### src/rtl/jtframe_dwnld_pkg.sv
// Shared types and default region map for the ROM download router.
package jtframe_dwnld_pkg;

  // One queued SDRAM byte write, already decoded to bank, word address and lane.
  typedef struct packed {
    logic [1:0]  bank;
    logic [21:0] addr;
    logic [7:0]  data;
    logic [1:0]  mask;
  } fifo_entry_t;

  localparam int ENTRY_W = $bits(fifo_entry_t);

  // Address region a download byte falls into; bank regions map 1:1 to bank numbers.
  typedef enum logic [2:0] {
    REG_BA0  = 3'd0,
    REG_BA1  = 3'd1,
    REG_BA2  = 3'd2,
    REG_BA3  = 3'd3,
    REG_PROM = 3'd4
  } region_t;

  // SDRAM write handshake states.
  typedef enum logic {
    ST_IDLE = 1'b0,
    ST_WAIT = 1'b1
  } wr_state_t;

  localparam logic [24:0] DEF_BA1_START  = 25'h10_0000;
  localparam logic [24:0] DEF_BA2_START  = 25'h20_0000;
  localparam logic [24:0] DEF_BA3_START  = 25'h30_0000;
  localparam logic [24:0] DEF_PROM_START = 25'h40_0000;

endpackage

### src/rtl/jtframe_dwnld_fifo.sv
// Single-clock FIFO holding decoded SDRAM writes between the ioctl stream and the SDRAM controller.
module jtframe_dwnld_fifo
  import jtframe_dwnld_pkg::*;
#(
  parameter int FIFO_AW = 3
)(
  input  logic               clk,
  input  logic               rst,
  input  logic               push,
  input  logic [ENTRY_W-1:0] din,
  input  logic               pop,
  output logic [ENTRY_W-1:0] dout,
  output logic               full,
  output logic               empty,
  output logic [FIFO_AW:0]   level
);

  localparam int DEPTH = 1 << FIFO_AW;
  localparam logic [FIFO_AW:0] FULL_LEVEL = (FIFO_AW+1)'(DEPTH);

  logic [ENTRY_W-1:0] mem [DEPTH];
  logic [FIFO_AW-1:0] wr_ptr;
  logic [FIFO_AW-1:0] rd_ptr;
  logic               do_push;
  logic               do_pop;

  assign empty   = (level == '0);
  assign full    = (level == FULL_LEVEL);
  assign do_pop  = pop && !empty;
  // A pop frees the slot in the same cycle, so a full FIFO still accepts a push then.
  assign do_push = push && (!full || do_pop);
  assign dout    = mem[rd_ptr];

  // Entry storage.
  // NOTE: the array is deliberately not reset; level alone says which entries are valid.
  always_ff @(posedge clk) begin
    if (do_push) mem[wr_ptr] <= din;
  end

  // Pointer and occupancy bookkeeping.
  // NOTE: sequential state uses <= so every register sees pre-edge values of the others.
  always_ff @(posedge clk or posedge rst) begin
    if (rst) begin
      wr_ptr <= '0;
      rd_ptr <= '0;
      level  <= '0;
    end else begin
      if (do_push) wr_ptr <= wr_ptr + FIFO_AW'(1);
      if (do_pop)  rd_ptr <= rd_ptr + FIFO_AW'(1);
      case ({do_push, do_pop})
        2'b10:   level <= level + (FIFO_AW+1)'(1);
        2'b01:   level <= level - (FIFO_AW+1)'(1);
        default: level <= level;
      endcase
    end
  end

endmodule

### src/rtl/jtframe_dwnld_router.sv
// Routes the byte-wide ROM download into masked 16-bit SDRAM writes per bank region,
// diverting bytes above PROM_START to a PROM strobe port.
module jtframe_dwnld_router
  import jtframe_dwnld_pkg::*;
#(
  parameter int          NBANKS     = 4,
  parameter logic [24:0] BA1_START  = DEF_BA1_START,
  parameter logic [24:0] BA2_START  = DEF_BA2_START,
  parameter logic [24:0] BA3_START  = DEF_BA3_START,
  parameter logic [24:0] PROM_START = DEF_PROM_START,
  parameter int          FIFO_AW    = 3,
  parameter int          SWAB       = 0
)(
  input  logic        clk,
  input  logic        rst,
  input  logic        downloading,
  input  logic [24:0] ioctl_addr,
  input  logic [7:0]  ioctl_data,
  input  logic        ioctl_wr,
  output logic [21:0] prog_addr,
  output logic [15:0] prog_data,
  output logic [1:0]  prog_mask,
  output logic [1:0]  prog_bank,
  output logic        prog_we,
  input  logic        prog_rdy,
  output logic        prom_we,
  output logic [24:0] prom_addr,
  output logic [7:0]  prom_data,
  output logic        dwnld_busy,
  output logic        overflow
);

  region_t            region;
  logic [24:0]        region_start;
  logic [24:0]        offset;
  logic               byte_wr;
  logic               prom_hit;
  logic               sdram_push;
  fifo_entry_t        push_entry;
  fifo_entry_t        head;
  logic [ENTRY_W-1:0] head_bits;
  logic               fifo_full;
  logic               fifo_empty;
  logic               fifo_pop;
  logic [FIFO_AW:0]   fifo_level;
  wr_state_t          state;
  wr_state_t          next_state;
  logic               downloading_q;
  logic               download_rise;

  // Region decode: the highest enabled region start not above the byte address wins.
  always_comb begin
    // NOTE: every always_comb output gets a default first so no latch can be inferred.
    region       = REG_BA0;
    region_start = '0;
    if (ioctl_addr >= PROM_START) begin
      region       = REG_PROM;
      region_start = PROM_START;
    end else if (NBANKS > 3 && ioctl_addr >= BA3_START) begin
      region       = REG_BA3;
      region_start = BA3_START;
    end else if (NBANKS > 2 && ioctl_addr >= BA2_START) begin
      region       = REG_BA2;
      region_start = BA2_START;
    end else if (NBANKS > 1 && ioctl_addr >= BA1_START) begin
      region       = REG_BA1;
      region_start = BA1_START;
    end
  end

  assign offset        = ioctl_addr - region_start;
  assign byte_wr       = ioctl_wr && downloading;
  assign prom_hit      = byte_wr && (region == REG_PROM);
  assign sdram_push    = byte_wr && (region != REG_PROM);
  assign download_rise = downloading && !downloading_q;

  // Pack the SDRAM entry; offset bit 0 picks the lane and SWAB flips the lane order.
  always_comb begin
    push_entry.bank = 2'(region);
    push_entry.addr = offset[22:1];
    push_entry.data = ioctl_data;
    push_entry.mask = (offset[0] ^ (SWAB != 0)) ? 2'b01 : 2'b10;
  end

  jtframe_dwnld_fifo #(
    .FIFO_AW (FIFO_AW)
  ) u_fifo (
    .clk   (clk),
    .rst   (rst),
    .push  (sdram_push),
    .din   (push_entry),
    .pop   (fifo_pop),
    .dout  (head_bits),
    .full  (fifo_full),
    .empty (fifo_empty),
    .level (fifo_level)
  );

  assign head = head_bits;

  // PROM bytes bypass the FIFO and strobe one cycle after the ioctl write.
  always_ff @(posedge clk or posedge rst) begin
    if (rst) begin
      prom_we   <= 1'b0;
      prom_addr <= '0;
      prom_data <= '0;
    end else begin
      prom_we <= prom_hit;
      if (prom_hit) begin
        prom_addr <= offset;
        prom_data <= ioctl_data;
      end
    end
  end

  // Write state register; reset drops prog_we immediately through the output decode.
  always_ff @(posedge clk or posedge rst) begin
    if (rst) state <= ST_IDLE;
    else     state <= next_state;
  end

  // Next state: stay in WAIT while another entry remains after the accepted one.
  always_comb begin
    next_state = state;
    case (state)
      ST_IDLE: if (!fifo_empty) next_state = ST_WAIT;
      ST_WAIT: if (prog_rdy && fifo_level == (FIFO_AW+1)'(1) && !sdram_push)
                 next_state = ST_IDLE;
      default: next_state = ST_IDLE;
    endcase
  end

  // Outputs: present the FIFO head while waiting and pop it on acceptance.
  always_comb begin
    prog_we   = 1'b0;
    prog_addr = '0;
    prog_data = '0;
    prog_mask = '0;
    prog_bank = '0;
    fifo_pop  = 1'b0;
    if (state == ST_WAIT) begin
      prog_we   = 1'b1;
      prog_addr = head.addr;
      prog_data = {2{head.data}};
      prog_mask = head.mask;
      prog_bank = head.bank;
      fifo_pop  = prog_rdy;
    end
  end

  // Busy spans the download plus the drain; overflow is sticky per download.
  always_ff @(posedge clk or posedge rst) begin
    if (rst) begin
      downloading_q <= 1'b0;
      dwnld_busy    <= 1'b0;
      overflow      <= 1'b0;
    end else begin
      downloading_q <= downloading;
      if (download_rise)
        dwnld_busy <= 1'b1;
      else if (!downloading && next_state == ST_IDLE)
        dwnld_busy <= 1'b0;
      if (sdram_push && fifo_full && !fifo_pop)
        overflow <= 1'b1;
      else if (download_rise)
        overflow <= 1'b0;
    end
  end

endmodule

### config.mk
export PLATFORM = sky130hd
export DESIGN_NAME = jtframe_dwnld_router
export DESIGN_NICKNAME = d
export VERILOG_FILES = /design/src/rtl/jtframe_dwnld_pkg.sv /design/src/rtl/jtframe_dwnld_fifo.sv /design/src/rtl/jtframe_dwnld_router.sv
export SDC_FILE = /design/constraint.sdc
export NUM_CORES = 1
export LEC_CHECK = 0
export ABC_CLOCK_PERIOD_IN_PS = 6600
export CORE_ASPECT_RATIO = 0.8
export CORE_UTILIZATION = 35
export DETAILED_ROUTE_END_ITERATION = 10
export PLACE_DENSITY = 0.62
export SETUP_SLACK_MARGIN = 0.05
export SYNTH_ARGS = -nofsm -noshare
export SYNTH_HDL_FRONTEND = slang
export SYNTH_HIERARCHICAL = 1
export SYNTH_SLANG_ARGS = --single-unit
### constraint.sdc
create_clock -name clk -period 6.6 [get_ports clk]
set_input_delay 0.99 -clock clk [delete_from_list [all_inputs] [get_ports clk]]
set_output_delay 0.99 -clock clk [all_outputs]
set_load 0.01 [all_outputs]
==> Yosys cells after proc, flatten, opt, wreduce, memory -nomap -nowiden <==
Memory sizes are Yosys's and may differ from the RTL's.
Cells that the tools add are included.
{ "classes": {"order_cmp": 4, "add_sub_neg": 5, "n_reduce_logical": 22, "n_eq_ne": 6, "bitwise": 2, "mux": 25, "div": 0, "n_shift": 0, "multipliers": 0} }
{ "ops": {"columns": ["operator", "n"], "rows": [
  ["two-way mux 22 bit", 3],
  ["greater-or-equal comparator 25 x 22 -> 1 bit, second input constant", 2],
  ["greater-or-equal comparator 25 x 21 -> 1 bit, second input constant", 1],
  ["greater-or-equal comparator 25 x 23 -> 1 bit, second input constant", 1],
  ["two-way mux 25 bit", 1],
  ["subtractor 25 bit", 1],
  ["two-way mux 21 bit", 1],
  ["two-way mux 16 bit", 1],
  ["logical AND 1 bit", 11],
  ["two-way mux 1 bit", 11],
  ["two-way mux 2 bit", 4],
  ["one-hot mux 4 bit (2 select lines)", 1],
  ["adder 3 x 1 -> 3 bit, second input constant", 2],
  ["logical NOT 1 bit", 6],
  ["two-way mux 3 bit", 2],
  ["nonzero test 2 bit", 3],
  ["adder 4 x 1 -> 4 bit, second input constant", 1],
  ["== test 4 x 1 -> 1 bit, second input constant", 1],
  ["== test 4 bit, second input constant", 1],
  ["logical NOT 4 bit", 1],
  ["subtractor 4 x 1 -> 4 bit, second input constant", 1],
  ["== test 3 bit, second input constant", 1],
  ["!= test 3 bit, second input constant", 1],
  ["== test 2 x 1 -> 1 bit, second input constant", 1],
  ["4 further kinds", 5]
]} }
{ "totals": {"mem_bits_ro": 0, "regBits": 48, "mem_bits_rw": 272, "latchBits": 0, "inputBits": 38, "n_memories": 1} }
{ "memory_table": {"columns": ["name", "words", "width", "read_ports", "rd_ports_with_merged_regs", "write_ports", "line", "rtl"], "rows": [
  ["u_fifo.mem", 8, 34, 1, 0, 1, "jtframe_dwnld_fifo.sv:21", "logic [ENTRY_W-1:0] mem [DEPTH];"]
]} }

==> Longest topological paths before layout <==
Gate-level depths: netlist of the first run.
{ "depth": {"word_depth": 15, "mapped_depth": 10, "ltp_nobuf": 9} }

==> Modules after synthesis <==
The synthesis of the first run kept the hierarchy.
{ "by_module_without_submodules": {"columns": ["module", "area_per_inst_um2", "n_inst", "cells_per_inst"], "rows": [
  ["jtframe_dwnld_fifo", 10913.0, 1, 461],
  ["jtframe_dwnld_router", 1914.3, 1, 165]
]} }

==> Worst setup path before layout of the first run <==
No wires, ideal clock.
{ "synth_path": {"path_type": "input -> register", "start": "input ioctl_addr[24]", "end": "memory u_fifo/mem[0][0] (netlist name), enable pin", "arrival_ps": 4968, "path_stages": 4, "setup_time_ps": 510, "path_buffers": 0, "path_slack_ps": 1122, "path_cell_list": "nor3_1 -> and3_1 -> o21ai_4 -> nor4_1"} }
{ "synth_between": {"elab_chain_len": 10, "elab_cells_between_ends": 13, "classes_between": "order compare (4); eq/ne (1); mux (6); reduce/logical (2)"} }
{ "synth_rtl": {"columns": ["element", "line", "rtl"], "rows": [
  ["from (decl)", "jtframe_dwnld_router.sv:17", "input logic [24:0] ioctl_addr,"],
  ["greater-or-equal comparator 25 x 21 -> 1 bit", "jtframe_dwnld_router.sv:65", "end else if (NBANKS > 1 && ioctl_addr >= BA1_START) begin"],
  ["two-way mux 1 bit", "jtframe_dwnld_router.sv:65", null],
  ["two-way mux 2 bit", "jtframe_dwnld_router.sv:62", "end else if (NBANKS > 2 && ioctl_addr >= BA2_START) begin"],
  ["two-way mux 3 bit", "jtframe_dwnld_router.sv:59", "end else if (NBANKS > 3 && ioctl_addr >= BA3_START) begin"],
  ["two-way mux 3 bit *", "jtframe_dwnld_router.sv:56", "if (ioctl_addr >= PROM_START) begin"],
  ["!= test 3 bit *", "jtframe_dwnld_router.sv:74", "assign sdram_push = byte_wr && (region != REG_PROM);"],
  ["logical AND 1 bit *", "jtframe_dwnld_router.sv:74", null],
  ["net sdram_push", "jtframe_dwnld_router.sv:38", "logic sdram_push;"],
  ["logical AND 1 bit *", "jtframe_dwnld_fifo.sv:31", "assign do_push = push && (!full || do_pop);"],
  ["two-way mux 1 bit *", "jtframe_dwnld_fifo.sv:37", "if (do_push) mem[wr_ptr] <= din;"],
  ["two-way mux 1 bit (not written as such) *", "jtframe_dwnld_fifo.sv:37", null],
  ["to (decl)", "jtframe_dwnld_fifo.sv:21", null]
]} }
The timed path passes the listed nets; every way through them passes the cells marked *.

==> reports/qor.txt, run 1 <==
Die W: 216 um
Final worst slack: 2.20 ns
Dpl cell area: 14500 sq um
Unique masters post-synth: 48
Met1 WL: 12.1 mm
Rows: 62
CP arrival: 3.41 ns
Status: finished, final reports clean
Synth Cell Area: 12800 sq um
Fin. max-slew vios: 0
CTS Buffer Depth: 3
Max cap viols: 0
Post-cts resize count: 0
Syn nets: 674
Wire length on met2: 12.3 mm
CP max stage cell: dfrtp_4
Syn_area_per_cell: 20.5 sq um
Switching Share: 0.273
Final Cell Area: 15600 sq um
CTS Buf Count: 34
CP endpoint kind: output port
Setup TNS Final: 0 ns
R2R cell count: 9
Hold depth: 2
Core Util, Final: 0.433
Crit Path Category: register to output port
Clock slew at reported path FFs: 0.06 ns
CTS tree: built
Drt first pass iters: 4
Overall Global Routing Usage: 0.141
Reg power frac: 0.411
Fmax: 227 MHz
Setup violators final: 0
# Post-CTS Setup Buffers: 0
First-pass GRT wire length: 39.7 mm
Congestion Overflow GR: 0
Post-synthesis sequential area ratio: 0.730
Vias in the first global route: 6453
Slew at the pin with the worst max-slew slack: 1.27 ns
Tmin final: 4.40 ns
Clk sinks: 320
Root buffer cell: clkbuf_16
Dpl ws: 2.32 ns
Starting Density: 0.356
Initial antenna violation count: 0
LEAKAGE: 5.20 nW
Final Cycle Share: 0.666
Worst Path Required: 5.61 ns
Vias: 6174
Largest net degree at the start of global routing: 71
RSZ-0062 raised after global routing: no
Mapped Cells: 626
Final Hold Viols: 0
Antenna Cells: 0
Gate power share: 0.296
Yosys warning total: 6
Nets@finish: 806
WL met3: 1.19 mm
Power per cell area: 396 nW/um^2
CP max stage delay: 0.87 ns
EDFF count, synth: 272
Antenna viol nets, final: 0
CP Max Fanout: 33
Worst hold-check path type: register to register
Total Die Area: 37400 sq um
Max-slew headroom: 0.153
Setup Skew: 0.0178 ns
DRT iter0 DRCs: 330
Clock Latency Late Sink: 0.52 ns
Drt wl/cell: 20.6 um
IO Count: 117
Drt total wl: 26.0 mm
CTS Hold Buffers Added: 0
Clock share of power: 0.293
Synthesized flop and latch total: 320
Share of layout cells above drive strength 1: 0.266
Crit start category: register
CP Cell Sequence: buf_4 > mux4_2 > mux2_2 > and2_1 > clkdlybuf4s50_1
VDD IR max: 0.000219 V
HPWL Detailed: 15.0 mm
P&R area growth vs syn: 21.5%
# DRC: 0
Number of port buffers: 116
Top Layer Used: met4
Routability Congestion: 0.713
Power Internal: 0.00449 W
Ys flop type: edfxtp_1
Asr flop ratio synth: 0.150
H-tree depth: 2
CORE AREA: 36000 sq um
Vias/cell: 4.90
Sw Pwr: 0.00169 W
Vert. Die Dim: 173 um
==> synthesized netlist by cell type, types with 2 or more instances <==
cell      number  share of area
edfxtp_1     272           0.64
mux4_2        68           0.12
mux2_2        52          0.046
dfrtp_1       48          0.094
and2_1        35          0.017
inv_1         19         0.0056
nand2_1       14         0.0041
clkbuf_1      13         0.0038
mux2_4        11          0.013
buf_2          9         0.0035
buf_4          8         0.0047
ha_1           8         0.0078
xnor2_1        6         0.0041
nor2_1         5         0.0015
nor3_1         5         0.0020
buf_6          4         0.0035
o211ai_1       4         0.0023
o21ai_0        4         0.0016
a21oi_1        3         0.0012
nand2b_1       3         0.0015
buf_12         2         0.0031
fa_1           2         0.0031
nand3_1        2        0.00078
nor2b_1        2        0.00098
nor3b_1        2         0.0012
nor4_1         2        0.00098
or4b_2         2         0.0016
==> worst max-delay path, delay by kind of cell (launching register included) <==
family / cells / cell delay (ns)
multiplexers: 2 / 0.86
buffers and inverters: 2 / 0.99
AND/OR/NAND/NOR: 1 / 0.17
flip-flops: 1 / 0.87
==> cells in the final DEF, fill, tap and decap left out, drive strengths merged, types with 4 or more instances in the layout <==
cell             n
o21ai            5
and2            35
clkdlybuf4s50  116
nor3             5
mux4            68
inv             23
buf             16
clkinv           9
o211ai           4
clkbuf          44
nand2           14
mux2            64
nor2             5
xnor2            6
edfxtp         272
ha               8
dfrtp           48
==> cells by family (layout without fill, tap and decap cells) <==
logic type	after synthesis	in the layout	share of synthesized area
and+or+nand+nor	78	78	0.0352
buffers and inverters	55	210	0.0242
xor gates and xnor gates	7	7	0.00478
adders and majority gates	10	10	0.0109
muxes	133	133	0.180
DFF	320	320	0.730
AOI/OAI and AO/OA	23	23	0.0149
==> power groups by stage <==
stage	registers, W	clock network [W]	logic [W]
after global placement	0.00258	0	0.00185
final	0.00254	0.00181	0.00183
after detailed placement	0.00259	0	0.00185
after global routing	0.00257	0.00193	0.00197
after CTS	0.00255	0.00186	0.00186
after floorplan	0.00239	0	0.00131
==> worst paths after layout <==
kind | from | slack, ns | end
worst max register to register | state | 3.19 | u_fifo/level[3]
worst min register to register | prom_addr[21] | 0.49 | prom_addr[21]
min in group asynchronous | rst | 0.83 | u_fifo/wr_ptr[2]
worst max-delay path | u_fifo/rd_ptr[0] | 2.20 | prog_addr[14]
worst min-delay path | prom_addr[21] | 0.49 | prom_addr[21]
max in group asynchronous | rst | 4.87 | state
==> registers in the layout, summed over array words and instances (netlist names), 3 cells and up <==
signal         flops
u_fifo/mem       272
u_fifo/level       4
u_fifo/wr_ptr      3
prom_addr         25
prom_data          8
u_fifo/rd_ptr      3
==> cell type report <==
| class | count | area [sq um] |
|---|---|---|
| Multi-Input combinational cell | 251 | 3200 |
| Clock buffer | 44 | 910 |
| Tap cell | 480 | 601 |
| Timing Repair Buffer | 132 | 1290 |
| Sequential cell | 320 | 9380 |
| Clock inverter | 15 | 134 |
| Inverter | 19 | 71.3 |
| Fill cell | 3181 | 20400 |
==> per-layer routing <==
layer / GRT usage / vias up
met2: 0.225 / 146
met4: 0.0323 / 0
met3: 0.0268 / 33
met5: 0 / -
li1: - / 2771
met1: 0.201 / 3224
==> stage by stage <==
step / cells / total power (W) / hold slack (ns)
2_1_floorplan: 626 / 0.00371 / 0.510
3_3_place_gp: 1202 / 0.00443 / 0.477
3_5_place_dp: 1202 / 0.00444 / 0.482
4_1_cts: 1261 / 0.00627 / 0.497
5_1_grt: 1261 / 0.00647 / 0.511
6_report: 1261 / 0.00617 / 0.489
Power figures use the tool's default switching activity.
==> inputs of run 2 (changes only) <==
Settings changed: ABC_CLOCK_PERIOD_IN_PS 6600 to 4000, PLACE_DENSITY 0.62 to 0.64.
Clock period 6.6 ns to 4 ns, I/O delays scaled along.
==> reports/qor.txt, run 2 (synthesis results as in run 1) <==
Power per cell area: 650 nW/um^2 (was 396 nW/um^2)
Congestion Overflow GR: 0 (unchanged)
Total Die Area: 37400 sq um (unchanged)
Filler cell count in the final layout: 3148 (was 3181)
IO Count: 117 (unchanged)
Vias: 6215 (was 6174)
Fin. max-slew vios: 0 (unchanged)
CTS tree: built (unchanged)
Routability Congestion: 0.727 (was 0.713)
H-tree depth: 2 (unchanged)
CTS Buf Count: 34 (unchanged)
Commonest non-fill, non-tap cell in the layout: edfxtp_1 (unchanged)
Vias/cell: 4.90 (about the same)
Area of the multi-input gates: 3210 sq um (was 3200 sq um)
Reg power frac: 0.395 (was 0.411)
Post-cts resize count: 0 (unchanged)
Switching Share: 0.275 (was 0.273)
Total power draw: 0.0102 W (was 0.00617 W)
DRT iter0 DRCs: 453 (was 330)
P&R area growth vs syn: 22.5% (was 21.5%)
Core Util, Final: 0.437 (was 0.433)
Root buffer cell: clkbuf_16 (unchanged)
HPWL Detailed: 15.1 mm (was 15.0 mm)
Rows: 62 (unchanged)
CTS Hold Buffers Added: 0 (unchanged)
# Post-CTS Setup Buffers: 0 (unchanged)
# DRC: 0 (unchanged)
Tmin final: 3.67 ns
CORE AREA: 36000 sq um (unchanged)
Max FFs per register: 272 (unchanged)
Drt wl/cell: 20.7 um (was 20.6 um)
Crit Path Category: register to output port (unchanged)
Clk sinks: 320 (unchanged)
Final Hold Viols: 0 (unchanged)
Nets@finish: 812 (was 806)
Clock share of power: 0.288 (was 0.293)
Vias in the first global route: 6659 (was 6453)
Biggest register: u_fifo/mem (unchanged)
CP endpoint kind: output port (unchanged)
FF/Latch Area: 9380 sq um (unchanged)
Overall Global Routing Usage: 0.143 (was 0.141)
Final Cycle Share: 0.917
Die W: 216 um (unchanged)
Worst hold-check path type: input pin to async pin (was register to register)
CP Cell Sequence: buf_12 > mux4_2 > mux2_4 > and2_1 > clkdlybuf4s50_1 (was buf_4 > mux4_2 > mux2_2 > and2_1 > clkdlybuf4s50_1)
CP max stage delay: 0.70 ns (was 0.87 ns)
CTS Buffer Depth: 3 (unchanged)
Sw Pwr: 0.00281 W (was 0.00169 W)
CP max stage cell: dfrtp_4 (unchanged)
Number of port buffers: 116 (unchanged)
CP arrival: 3.07 ns (was 3.41 ns)
Largest registers: u_fifo/mem x272, prom_addr x25, prom_data x8 (unchanged)
Antenna viol nets, final: 0 (unchanged)
Status: finished, final reports clean (unchanged)
CP Max Fanout: 30 (was 33)
Largest net degree at the start of global routing: 39 (was 71)
Fmax: 273 MHz
Share of layout cells above drive strength 1: 0.279 (was 0.266)
LEAKAGE: 5.26 nW (was 5.20 nW)
Drt total wl: 26.2 mm (was 26.0 mm)
Crit start category: register (unchanged)
Initial antenna violation count: 1 (was 0)
Drt first pass iters: 4 (unchanged)
Worst Path Required: 3.40 ns (was 5.61 ns)
First-pass GRT wire length: 40.3 mm (was 39.7 mm)
Setup violators final: 0 (unchanged)
Highest-count cells in the layout ignoring fill and taps: 272 x edfxtp_1, 116 x clkdlybuf4s50_1, 68 x mux4_2, 52 x mux2_2, 44 x dfrtp_1 (unchanged)
RSZ-0062 raised after global routing: no (unchanged)
Gate power share: 0.317 (was 0.296)
Setup Skew: 0.0171 ns (was 0.0178 ns)
Clock slew at reported path FFs: 0.06 ns (about the same)
Max-slew headroom: 0.279 (was 0.153)
Starting Density: 0.356 (unchanged)
VDD IR max: 0.000356 V (was 0.000219 V)
Slew at the pin with the worst max-slew slack: 1.08 ns (was 1.27 ns)
Vert. Die Dim: 173 um (unchanged)
Power Internal: 0.00741 W (was 0.00449 W)
Antenna Cells: 0 (unchanged)
Max cap viols: 0 (unchanged)
Clock Latency Late Sink: 0.51 ns (was 0.52 ns)
run 2: worst paths after layout:
kind	cells after the start	endpoint	slack (ns)	startpoint
setup / recovery	5	prog_addr[10]	0.33	u_fifo/rd_ptr[0]
hold / removal	2	u_fifo/level[1]	0.41	rst
setup reg to reg	7	u_fifo/level[3]	0.84	u_fifo/level[0]
hold reg to reg	2	prom_addr[0]	0.49	prom_addr[0]
max in group asynchronous	2	state	2.57	rst
min in group clk	2	prom_addr[0]	0.49	prom_addr[0]
run 2: power by group through the flow:
stage                     registers (W)  logic (W)  clock network (W)
final                           0.00404    0.00324            0.00294
after global routing            0.00408    0.00348            0.00315
after CTS                       0.00405    0.00331            0.00303
after detailed placement        0.00412    0.00330                  0
after global placement          0.00411    0.00327                  0
after floorplan                 0.00395    0.00217                  0
run 2: worst max-delay path, delay by kind of cell (launching register included):
family	cells	cell delay (ns)
flip-flops	1	0.70
buffers and inverters	2	0.82
multiplexers	2	0.84
AND/OR/NAND/NOR	1	0.17
run 2: cell type report:
| cell class | instances | share of cell area |
|---|---|---|
| clock buffer | 41 | 0.0605 |
| clock inverter | 20 | 0.00621 |
| inverter | 19 | 0.00454 |
| multi-input combinational | 251 | 0.204 |
| sequential | 320 | 0.597 |
| tap | 480 | 0.0382 |
| timing repair buffer | 138 | 0.0892 |
run 2: through the flow:
step,setup slack [ns],instance area (sq um),hold slack (ns),TNS [ns],instances
2_1_floorplan,-0.184,12800,0.440,-18.79,626
3_3_place_gp,0.400,14700,0.474,0,1208
3_5_place_dp,0.312,14700,0.482,0,1208
4_1_cts,0.264,15700,0.426,0,1269
5_1_grt,0.185,15700,0.443,0,1269
6_report,0.333,15700,0.412,0,1269
run 2: per-layer routing:
metal  wire (um)  GRT usage  vias to the layer above
met5           0          0                        -
li1            -          -                     2775
met4         430     0.0367                        0
met3        1720     0.0300                       38
met1       11800      0.206                     3222
met2       12300      0.223                      180
==> inputs of run 3 (changes only) <==
Settings changed: CORE_UTILIZATION 35 to 52, PLACE_DENSITY 0.64 to 0.75.
==> reports/qor.txt, run 3 (synthesis results as in run 1) <==
Status: finished, final reports clean (unchanged)
Max cap viols: 0 (unchanged)
Final worst slack: 0.302 ns (was 0.333 ns)
Fmax: 270 MHz (was 273 MHz)
Overall Global Routing Usage: 0.203 (was 0.143)
CP max stage cell: dfrtp_4 (unchanged)
CTS Buffer Depth: 3 (unchanged)
CORE AREA: 24200 sq um (was 36000 sq um)
Nets@finish: 806 (was 812)
# Post-CTS Setup Buffers: 0 (unchanged)
Commonest non-fill, non-tap cell in the layout: edfxtp_1 (unchanged)
Largest registers: u_fifo/mem x272, prom_addr x25, prom_data x8 (unchanged)
Drt wl/cell: 22.3 um (was 20.7 um)
Largest net degree at the start of global routing: 48 (was 39)
Share of layout cells above drive strength 1: 0.276 (was 0.279)
Crit-path leading delay family: multiplexers (unchanged)
Total power draw: 0.0100 W (was 0.0102 W)
CTS Buf Count: 29 (was 34)
Routability Congestion: 0.780 (was 0.727)
DRT iter0 DRCs: 449 (was 453)
CP arrival: 3.10 ns (was 3.07 ns)
H-tree depth: 1 (was 2)
Rows: 51 (was 62)
Dpl ws: 0.124 ns (was 0.312 ns)
P&R area growth vs syn: 20.1% (was 22.5%)
Final Cycle Share: 0.925 (was 0.917)
Congestion Overflow GR: 0 (unchanged)
Number of port buffers: 116 (unchanged)
VDD IR max: 0.000407 V (was 0.000356 V)
Tmin final: 3.70 ns (was 3.67 ns)
Fin. max-slew vios: 0 (unchanged)
Worst hold-check path type: input pin to async pin (unchanged)
Drt first pass iters: 5 (was 4)
Vias: 6219 (was 6215)
Worst Path Required: 3.40 ns (about the same)
CTS tree: built (unchanged)
Max-slew headroom: 0.364 (was 0.279)
Clock slew at reported path FFs: 0.06 ns (about the same)
CP Cell Sequence: buf_12 > mux4_2 > mux2_2 > and2_1 > clkdlybuf4s50_1 (was buf_12 > mux4_2 > mux2_4 > and2_1 > clkdlybuf4s50_1)
RSZ-0062 raised after global routing: no (unchanged)
Highest-count cells in the layout ignoring fill and taps: 272 x edfxtp_1, 116 x clkdlybuf4s50_1, 68 x mux4_2, 52 x mux2_2, 45 x dfrtp_1 (was 272 x edfxtp_1, 116 x clkdlybuf4s50_1, 68 x mux4_2, 52 x mux2_2, 44 x dfrtp_1)
Die W: 178 um (was 216 um)
Starting Density: 0.529 (was 0.356)
First-pass GRT wire length: 38.2 mm (was 40.3 mm)
Setup TNS Final: 0 ns (unchanged)
Vias in the first global route: 6588 (was 6659)
# DRC: 0 (unchanged)
Crit start category: register (unchanged)
Biggest register: u_fifo/mem (unchanged)
Slew at the pin with the worst max-slew slack: 0.952 ns (was 1.08 ns)
Drt total wl: 24.5 mm (was 26.2 mm)
Vias/cell: 5.66 (was 4.90)
Total Die Area: 25300 sq um (was 37400 sq um)
Vert. Die Dim: 142 um (was 173 um)
Core Util, Final: 0.636 (was 0.437)
IO Count: 117 (unchanged)
Bufs and invs on worst path: 2 (unchanged)
Clock Latency Late Sink: 0.54 ns (was 0.51 ns)
HPWL Detailed: 14.5 mm (was 15.1 mm)
CP max stage delay: 0.71 ns (was 0.70 ns)
Antenna viol nets, final: 0 (unchanged)
Max FFs per register: 272 (unchanged)
Setup violators final: 0 (unchanged)
Root buffer cell: clkbuf_16 (unchanged)
Power per cell area: 649 nW/um^2 (was 650 nW/um^2)
Crit Path Category: register to output port (unchanged)
CP Max Fanout: 26 (was 30)
Final Hold Viols: 0 (unchanged)
LEAKAGE: 5.21 nW (was 5.26 nW)
Setup Skew: 0.0142 ns (was 0.0171 ns)
Clk sinks: 320 (unchanged)
Post-cts resize count: 0 (unchanged)
Initial antenna violation count: 2 (was 1)
CP endpoint kind: output port (unchanged)
CTS Hold Buffers Added: 0 (unchanged)
run 3: cell count changes in the layout (fill, tap and decap cells not counted), sizes merged:
cell and change:
clkinv -6, bufinv +3, clkbuf -2, clkinvlp -2
buf -1, diode +1, inv -1
run 3: stage by stage:
| stage | hold WS (ns) | cell area (sq um) | cells |
|---|---|---|---|
| finish | 0.388 | 15400 | 1099 |
| global route | 0.419 | 15400 | 1098 |
| CTS | 0.384 | 15400 | 1098 |
| detailed placement | 0.478 | 14400 | 1045 |
| global placement | 0.476 | 14400 | 1045 |
| floorplan | 0.440 | 12800 | 626 |
run 3: area by class of cell:
cell class	count	area [sq um]
antenna	1	2.50
clock buffer	39	823
clock inverter	14	144
fill	1641	8840
inverter	19	71.3
multi-input combinational	251	3210
sequential	320	9380
tap	318	398
timing repair buffer	137	1380
run 3: per-layer routing:
metal	vias to the layer above	part of all wire	track usage	wire length (um)
met1	3227	0.43	0.282	10400
met2	199	0.50	0.342	12200
met4	2	0.011	0.0441	280
met3	30	0.065	0.0326	1590
li1	2761	-	-	-
met5	-	0.00053	0	13
run 3: worst paths after layout:
path,start,to,slack (ns),depth (start not counted)
max,u_fifo/rd_ptr[0],prog_data[15],0.30,5
min,rst,u_fifo/level[1],0.39,2
max reg2reg,u_fifo/level[0],u_fifo/level[3],0.82,7
min reg2reg,prom_addr[0],prom_addr[0],0.49,2
max in group asynchronous,rst,prom_data[3],2.77,2
min in group clk,prom_addr[0],prom_addr[0],0.49,2
run 3: power breakdown:
group | leakage, nW | internal (W) | switching, W
logic | 1.72 | 0.00193 | 0.00123
clock network | 0.480 | 0.00163 | 0.00114
registers | 3.01 | 0.00377 | 0.000312
total | 5.21 | 0.00733 | 0.00268
